[config.mk]
export PLATFORM = sky130hd
export DESIGN_NAME = seg_scan_driver
export DESIGN_NICKNAME = d
export VERILOG_FILES = /design/src/rtl/seg_scan_driver.sv
export SDC_FILE = /design/constraint.sdc
export NUM_CORES = 1
export LEC_CHECK = 0
export ABC_CLOCK_PERIOD_IN_PS = 3700
export CAP_MARGIN = 20
export CORE_AREA = 2 2 99 77
export DETAILED_ROUTE_END_ITERATION = 10
export DIE_AREA = 0 0 101 79
export PLACE_DENSITY = 0.84
export SLEW_MARGIN = 20
export SYNTH_ARGS = -nofsm -noshare
export SYNTH_HDL_FRONTEND = slang
export SYNTH_SLANG_ARGS = --single-unit
[constraint.sdc]
create_clock -name clk -period 3.7 [get_ports clk]
set_input_delay 0.37 -clock clk [delete_from_list [all_inputs] [get_ports clk]]
set_output_delay 0.37 -clock clk [all_outputs]
set_load 0.005 [all_outputs]
[src/rtl/seg_scan_driver.sv]
// rtl/seg_scan_driver.sv - multiplexed 7-segment scan driver with blink, blanking and leading-zero suppression
//
// Ports:
//   clk        system clock, all logic on rising edge
//   rst        synchronous active-high reset
//   load       capture strobe for all display inputs
//   data_in    hex nibbles, digit i = data_in[4i+3:4i]
//   dp_in      decimal-point request per digit (1 = lit)
//   blank_mask 1 = digit forced dark
//   blink_mask 1 = digit blinks
//   lz_en      leading-zero suppression enable
//   seg_out    segments a..g (index 0 = a), active-low
//   dp_out     decimal point, active-low
//   an_out     digit select, active-low one-hot
//   frame_done one-cycle pulse when the scan index wraps to digit 0
module seg_scan_driver #(
  parameter int DIGITS    = 6,
  parameter int SCAN_DIV  = 1000,
  parameter int BLINK_DIV = 250000
) (
  input  logic                  clk,
  input  logic                  rst,
  input  logic                  load,
  input  logic [4*DIGITS-1:0]   data_in,
  input  logic [DIGITS-1:0]     dp_in,
  input  logic [DIGITS-1:0]     blank_mask,
  input  logic [DIGITS-1:0]     blink_mask,
  input  logic                  lz_en,
  output logic [0:6]            seg_out,
  output logic                  dp_out,
  output logic [DIGITS-1:0]     an_out,
  output logic                  frame_done
);

  localparam int SW = $clog2(SCAN_DIV);
  localparam int BW = $clog2(BLINK_DIV);
  localparam int IW = $clog2(DIGITS);

  logic [SW-1:0]       prescaler;
  logic [BW-1:0]       blink_cnt;
  logic                blink_phase;
  logic [IW-1:0]       idx;

  logic [4*DIGITS-1:0] data_q;
  logic [DIGITS-1:0]   dp_q;
  logic [DIGITS-1:0]   blank_q;
  logic [DIGITS-1:0]   blink_q;
  logic                lz_q;

  logic                scan_tc;
  logic                blink_tc;
  logic                idx_last;
  logic [3:0]          cur_nibble;
  logic                upper_nonzero;
  logic                dark;
  logic [0:6]          seg_next;
  logic                dp_next;
  logic [DIGITS-1:0]   an_next;

  function automatic logic [0:6] decode(input logic [3:0] nib);
    case (nib)
      4'h0: decode = 7'b0000001;
      4'h1: decode = 7'b1001111;
      4'h2: decode = 7'b0010010;
      4'h3: decode = 7'b0000110;
      4'h4: decode = 7'b1001100;
      4'h5: decode = 7'b0100100;
      4'h6: decode = 7'b0100000;
      4'h7: decode = 7'b0001101;
      4'h8: decode = 7'b0000000;
      4'h9: decode = 7'b0000100;
      4'hA: decode = 7'b0001000;
      4'hB: decode = 7'b1100000;
      4'hC: decode = 7'b0110001;
      4'hD: decode = 7'b1000010;
      4'hE: decode = 7'b0110000;
      default: decode = 7'b0111000;
    endcase
  endfunction

  assign scan_tc  = (prescaler == SW'(SCAN_DIV - 1));
  assign blink_tc = (blink_cnt == BW'(BLINK_DIV - 1));
  assign idx_last = (idx == IW'(DIGITS - 1));

  always_comb begin
    cur_nibble    = data_q[4*int'(idx) +: 4];
    // A digit is a leading zero when it and every more significant digit is zero.
    upper_nonzero = 1'b0;
    for (int k = 0; k < DIGITS; k++) begin
      if (k >= int'(idx) && data_q[4*k +: 4] != 4'd0) upper_nonzero = 1'b1;
    end
    dark = blank_q[idx]
         | (blink_q[idx] & blink_phase)
         | (lz_q & (idx != '0) & ~upper_nonzero);
    seg_next = dark ? 7'b1111111 : decode(cur_nibble);
    dp_next  = dark ? 1'b1 : ~dp_q[idx];
    an_next  = '1;
    an_next[idx] = 1'b0;
  end

  always_ff @(posedge clk) begin
    if (rst) begin
      prescaler   <= '0;
      blink_cnt   <= '0;
      blink_phase <= 1'b0;
      idx         <= '0;
      data_q      <= '0;
      dp_q        <= '0;
      blank_q     <= '0;
      blink_q     <= '0;
      lz_q        <= 1'b0;
      seg_out     <= 7'b1111111;
      dp_out      <= 1'b1;
      an_out      <= '1;
      frame_done  <= 1'b0;
    end else begin
      prescaler <= scan_tc ? '0 : prescaler + SW'(1);
      if (scan_tc) idx <= idx_last ? '0 : idx + IW'(1);
      frame_done <= scan_tc & idx_last;

      blink_cnt <= blink_tc ? '0 : blink_cnt + BW'(1);
      if (blink_tc) blink_phase <= ~blink_phase;

      if (load) begin
        data_q  <= data_in;
        dp_q    <= dp_in;
        blank_q <= blank_mask;
        blink_q <= blink_mask;
        lz_q    <= lz_en;
      end

      seg_out <= seg_next;
      dp_out  <= dp_next;
      an_out  <= an_next;
    end
  end

endmodule

==> results of run 1 <==
[power by group]
| part | switching [mW] | total [mW] | internal (mW) |
|---|---|---|---|
| Clock | 0.322 | 0.561 | 0.239 |
| Combinational | 0.0890 | 0.204 | 0.115 |
| Sequential | 0.0275 | 1.04 | 1.01 |
[sequential cells by signal (all words and copies together), names as in the netlist]
| register | count |
|---|---|
| seg_out | 7 |
| dp_q | 6 |
| frame_done | 1 |
| idx | 3 |
| data_q | 24 |
| blank_q | 6 |
| blink_q | 6 |
| an_out | 6 |
| lz_q | 1 |
| blink_phase | 1 |
| blink_cnt | 18 |
| prescaler | 10 |
| dp_out | 1 |
[cells by family after synthesis]
logic type | count (synthesis)
simple gates | 162
buf+inv | 33
fa+ha+maj | 10
mux | 61
xor+xnor | 24
compound gates | 39
flops | 90
[metal layers]
layer  track usage [%]  vias up
met4             8.108        0
li1                  -     1556
met2             36.53       76
met1             28.03     1428
met3             7.218       16
met5                 0        -
[critical path, stage by stage (launching register included)]
cell	delay, ns
dfxtp_1	0.83
mux4_2	0.40
a21oi_1	0.36
inv_1	0.17
ha_1	0.22
inv_1	0.07
nor2_1	0.05
a211oi_1	0.21
o21ai_1	0.08
[area by class of cell]
cell class	count	share of cell area (%)
inverters	11	0.8680
flip-flops and latches	90	37.87
clock buffers	12	2.841
well taps	87	2.288
repair buffers	63	12.89
multi-input cells	296	42.87
clock inverters	3	0.3682
[cell usage in the layout, fill, tap and decap left out, types with 3 or more instances in the layout]
cell type	count
inv_1	9
o211ai_1	4
nand4_1	6
xor2_1	13
xnor2_1	11
nor4_1	6
nand2_1	19
nand3_1	14
and3_1	3
a211oi_1	3
dfxtp_1	90
o21ai_0	3
nand2b_1	3
clkbuf_8	9
ha_1	10
or2_1	3
nor3_1	8
mux2i_1	57
o21ai_1	5
clkbuf_1	3
o221ai_1	5
nor2_1	86
a21oi_1	7
buf_4	3
clkdlybuf4s50_1	58
[per-stage QoR]
stage	area [um2]	worst slack, ns
after floorplan	3996	1.618
after detailed placement	4604	1.249
final	4757	1.199
after CTS	4757	1.216
after global routing	4757	1.050
after global placement	4604	1.393
[cell usage after synthesis (2+ instances only)]
| master | instances |
|---|---|
| buf_1 | 2 |
| mux4_2 | 2 |
| nand2_1 | 19 |
| o221ai_1 | 5 |
| nor2_1 | 86 |
| or3_1 | 2 |
| or2_1 | 3 |
| a22o_1 | 2 |
| mux2i_1 | 57 |
| a211oi_1 | 3 |
| buf_4 | 3 |
| buf_2 | 10 |
| nand2b_1 | 3 |
| o21ai_0 | 3 |
| nor3_1 | 8 |
| xnor2_1 | 11 |
| inv_2 | 2 |
| o211ai_1 | 4 |
| dfxtp_1 | 90 |
| clkbuf_1 | 6 |
| nand3_1 | 14 |
| ha_1 | 10 |
| nand4_1 | 6 |
| o21ai_1 | 5 |
| xor2_1 | 13 |
| inv_1 | 9 |
| and3_1 | 3 |
| nor4_1 | 6 |
| a21oi_1 | 7 |
| nor4b_1 | 2 |
[final timing paths]
path           startpoint           end  depth (start not counted)
min                   rst    blink_q[5]                          2
min reg2reg  prescaler[0]  prescaler[0]                          1
max reg2reg        idx[1]    seg_out[3]                          8
max                idx[1]    seg_out[3]                          8
==> reports/metrics.cfg, run 1 <==
[synthesis]
yosysSeqAreaShare_pct=45.08
synth_area_um2=3996
yosysTopAreaCellShare_pct=45.08
yosys.area_share.simple_pct=18.82
post_synth.cell_area_avg_um2=9.538
synth-compound-area-share_pct=7.765
yosys_most_used_dff=dfxtp_1
ys.warnings.count=0
yosysUniqueCellTypes=53
synth_top_family_by_area=simple AND/OR/NAND/NOR gates
yosysTopAreaCell=dfxtp_1
syn_inst=419
async_flop_share_pct=0
yosys-top-cells-area=dfxtp_1, mux2i_1, nor2_1
ys_ff_latch=90
syn_nets=475
synth_xor_area_share_pct=5.260
synth-edff-count=0
synthMuxAreaShare_pct=16.06
synthAdderAreaFrac_pct=3.131

[routing]
drt_iter0_drc=130
wl_met2_um=3895
wl_per_cell_um=14.72
met1_length_um=3791
drt_wl_total_um=8271
via_count=3076
first_pass_iters=4
vias_per_cell=5.473
ant_nets=0
drcViolationCount=0
top_layer_used=met4
dr_wl_met3_um=460

[floorplanning]
fp.dieW_um=101
dieArea_um2=7979
design.core.area_um2=7094
io_pins=61
die_height_um=79
initial_core_util_pct=56.33
rows=27

[timing]
max_freq_ghz=0.3998
timing.setup.tns_ns=0
skew_ns=0.006843
hold_violations=0
slew-limit-headroom_pct=39.54
layout_min_cycle_time_ns=2.501
setup_viol=0
rsz0062_at_grt=false
hold_slack_ns=0.3771
tightest_slew_ns=0.9069
period_share_pct=67.60
slew_violations=0

[worst_setup_path]
cp.arrival_ns=2.75
required_ns=3.94
r2r_slack_ns=1.20
crit_type=flip-flop to flip-flop
end_kind=flip-flop
cp_max_fo=20
critPathLaunchType=flip-flop

[global_route]
grt_max_degree=38
grt_first_pass_wirelength_um=14020
grt_use_total_pct=22.45
antenna_found_initial=0
grt_pass1_vias=3043
overflow=0

[layout]
synthToLayoutAreaGrowth_pct=19.04
n_fill_cell=580
final_nets=527
regArea_um2=1802
fin_util_pct=67.05
antenna_cells=0
multiInputGateArea_um2=2039
layout-drive-gt1-share_pct=7.158
finalNonFillerCells=562

[clock_tree]
clk_path_buf_depth=2
cts.sink_count=90
post_cts_buffers=0
cts_buffers=9
cts_tree=done
cts-root-buf=clkbuf_8
cts_hold_buf=0
post_cts_resized=0
clk_latency_ns=0.36
path_clk_slew_ns=0.08
ctsHtreeMaxLevel=3

[pwr]
peakVddDrop_v=0.0002380
power_mw=1.802
power_density_nw_per_um2=378.9
p_leak_nw=1.841

[job]
maxCapViolCount=0

[placed_design]
io_buffers=60
gp_congestion=0.8981
dp.final_hpwl_um=5958
dp.cells=547

[run_status]
status=completed

[worst_hold_path]
hold_class=primary input to flip-flop

(Power assumes the default switching activity.)
==> run 2: changes to the inputs <==
==> config.mk (replaced) <==
export PLATFORM = sky130hd
export DESIGN_NAME = seg_scan_driver
export DESIGN_NICKNAME = d
export VERILOG_FILES = /design/src/rtl/seg_scan_driver.sv
export SDC_FILE = /design/constraint.sdc
export NUM_CORES = 1
export LEC_CHECK = 0
export ABC_CLOCK_PERIOD_IN_PS = 2400
export CAP_MARGIN = 20
export CORE_AREA = 2 2 103 80
export DETAILED_ROUTE_END_ITERATION = 10
export DIE_AREA = 0 0 105 82
export PLACE_DENSITY = 0.78
export SLEW_MARGIN = 20
export SYNTH_ARGS = -nofsm -noshare
export SYNTH_HDL_FRONTEND = slang
export SYNTH_SLANG_ARGS = --single-unit
==> constraint.sdc (replaced) <==
create_clock -name clk -period 2.4 [get_ports clk]
set_input_delay 0.24 -clock clk [delete_from_list [all_inputs] [get_ports clk]]
set_output_delay 0.24 -clock clk [all_outputs]
set_load 0.005 [all_outputs]
==> reports/metrics.cfg, run 2 (synthesis gave the netlist of run 1 again) <==
[placed_design]
place_area_um2=4664  ; +1.3%
dp.final_hpwl_um=6293  ; +5.6%
gp_congestion=0.8477  ; -5.6%
io_buffers=60  ; unchanged

[worst_setup_path]
crit_type=flip-flop to flip-flop
required_ns=2.64  ; -1.30 ns
critPathLaunchType=flip-flop
cpPeakStageDelay_ns=0.58  ; -0.25 ns
cp.arrival_ns=2.45  ; -0.30 ns
r2r_slack_ns=0.19  ; -1.01 ns
end_kind=flip-flop
crit_top_cell=inv_1
slowest_stage=dfxtp_1
path_cells=mux4_2 > a21oi_1 > inv_1 > ha_1 > inv_1 > nor2_1 > a211oi_1 > o21ai_1
cp_max_fo=10  ; -50%

[layout]
reg.largest.list=data_q: 24 flops, blink_cnt: 18 flops, prescaler: 10 flops
layout_common_cells=dfxtp_1, nor2_1, clkdlybuf4s50_1, mux2i_1, nand2_1
synthToLayoutAreaGrowth_pct=22.01
largest_reg_flops=24  ; unchanged
final_common_cell=dfxtp_1
antenna_cells=0  ; unchanged
layout-drive-gt1-share_pct=9.148  ; +2.0 points
final_nets=532  ; +0.95%
largest_register=data_q
final_area_um2=4876  ; +2.5%

[routing]
first_pass_iters=4  ; unchanged
vias_per_cell=5.213  ; -4.8%
drt_iter0_drc=203  ; +56%
drt_wl_total_um=8455  ; +2.2%
via_count=3055  ; -0.68%
drcViolationCount=0  ; unchanged
wl_per_cell_um=14.43  ; -2.0%
ant_nets=0  ; unchanged

[clock_tree]
cts_tree=done
ctsHtreeMaxLevel=3  ; unchanged
post_cts_resized=0  ; unchanged
cts_buffers=9  ; unchanged
clk_path_buf_depth=2  ; unchanged
cts-root-buf=clkbuf_8
path_clk_slew_ns=0.09  ; about the same
post_cts_buffers=0  ; unchanged
cts.sink_count=90  ; unchanged
clk_latency_ns=0.36  ; about the same
cts_hold_buf=0  ; unchanged

[job]
maxCapViolCount=0  ; unchanged

[timing]
skew_ns=0.01197  ; +0.005131 ns
rsz0062_at_grt=false
slew-limit-headroom_pct=53.21  ; +14 points
timing.setup.tns_ns=0  ; unchanged
setup_viol=0  ; unchanged
layout_min_cycle_time_ns=2.214  ; -0.2870 ns
period_share_pct=92.26  ; +25 points
max_freq_ghz=0.4516  ; +13%
slew_violations=0  ; unchanged
hold_violations=0  ; unchanged
tightest_slew_ns=0.7018  ; -0.2050 ns

[floorplanning]
fp.dieW_um=105  ; +4.0%
die_height_um=82  ; +3.8%
initial_core_util_pct=52.33  ; -4.0 points
io_pins=61  ; unchanged
rows=28  ; +3.7%
dieArea_um2=8610  ; +7.9%
design.core.area_um2=7637  ; +7.7%

[global_route]
grt_first_pass_wirelength_um=14040  ; +0.15%
overflow=0  ; unchanged
grt_use_total_pct=20.65  ; -1.8 points
grt_max_degree=41  ; +7.9%
grt_pass1_vias=2952  ; -3.0%
antenna_found_initial=0  ; unchanged

[pwr]
p_sw_share_pct=24.29  ; -0.053 points
seqPwrFrac_pct=53.7  ; -3.9 points
combPwrFrac_pct=10.6  ; -0.7 points
peakVddDrop_v=0.0003720  ; +56%
power_density_nw_per_um2=611.7  ; +61%
clock_power_share_pct=35.7  ; +4.6 points
internal_power_mw=2.258  ; +66%
p_leak_nw=1.897  ; +3.0%
power_mw=2.982  ; +65%
p_switching_mw=0.7243  ; +65%

[worst_hold_path]
hold_class=primary input to flip-flop

[run_status]
status=completed

## run 2: cell count changes in the layout (fill, tap and decap cells not counted), sizes merged
cell and change:
buf +5, bufinv +1, clkbuf -2, clkinv -1
inv +3
## run 2: cell type report
cell class | instances | area (um2)
Clock inverter | 6 | 72.57
Fill cell | 640 | 2761
Inverter | 11 | 41.29
Sequential cell | 90 | 1803
Tap cell | 105 | 131.4
Timing Repair Buffer | 68 | 650.6
Clock buffer | 10 | 137.6
Multi-Input combinational cell | 296 | 2039
## run 2: metal layers
layer  wire length [um]  global-route usage, %  up-vias  part of all wire, %
li1                   -                      -     1562                    -
met1               3896                  25.59     1402                   46
met2               4051                  35.45       80                   48
met3                425                  5.794       11                  5.0
met4                 82                  6.400        0                 0.97
met5                  0                      0        -                    0
## run 2: critical path: cells and delay by family (launching register included)
family / cells / cell delay, ns
AOI/OAI and AO/OA: 3 / 0.63
DFF: 1 / 0.58
muxes: 1 / 0.38
buffers and inverters: 2 / 0.24
adders and majority gates: 1 / 0.22
and+or+nand+nor: 1 / 0.05
## run 2: stage by stage
step           hold slack [ns]  cells  util, %  worst slack [ns]
4_1_cts                 0.4058    586    63.83            0.1891
6_report                0.4073    586    63.84            0.1857
3_5_place_dp            0.4397    570    61.07            0.2160
2_1_floorplan           0.3869    419        -            0.3177
5_1_grt                 0.4436    586    63.84           0.01028
3_3_place_gp            0.4335    570    61.07            0.3535
## run 2: worst paths after layout
path / cells after the start / to / startpoint
setup / recovery: 8 / seg_out[3] / idx[1]
hold / removal: 2 / blink_cnt[2] / rst
setup reg to reg: 8 / seg_out[3] / idx[1]
hold reg to reg: 1 / prescaler[0] / prescaler[0]
## run 2: power by group through the flow
stage | Combinational, mW | Sequential, mW | Clock [mW]
after detailed placement | 0.315 | 1.64 | 0
after global placement | 0.306 | 1.63 | 0
after global routing | 0.344 | 1.61 | 1.16
after CTS | 0.317 | 1.60 | 1.09
after floorplan | 0.180 | 1.62 | 0
final | 0.315 | 1.60 | 1.07
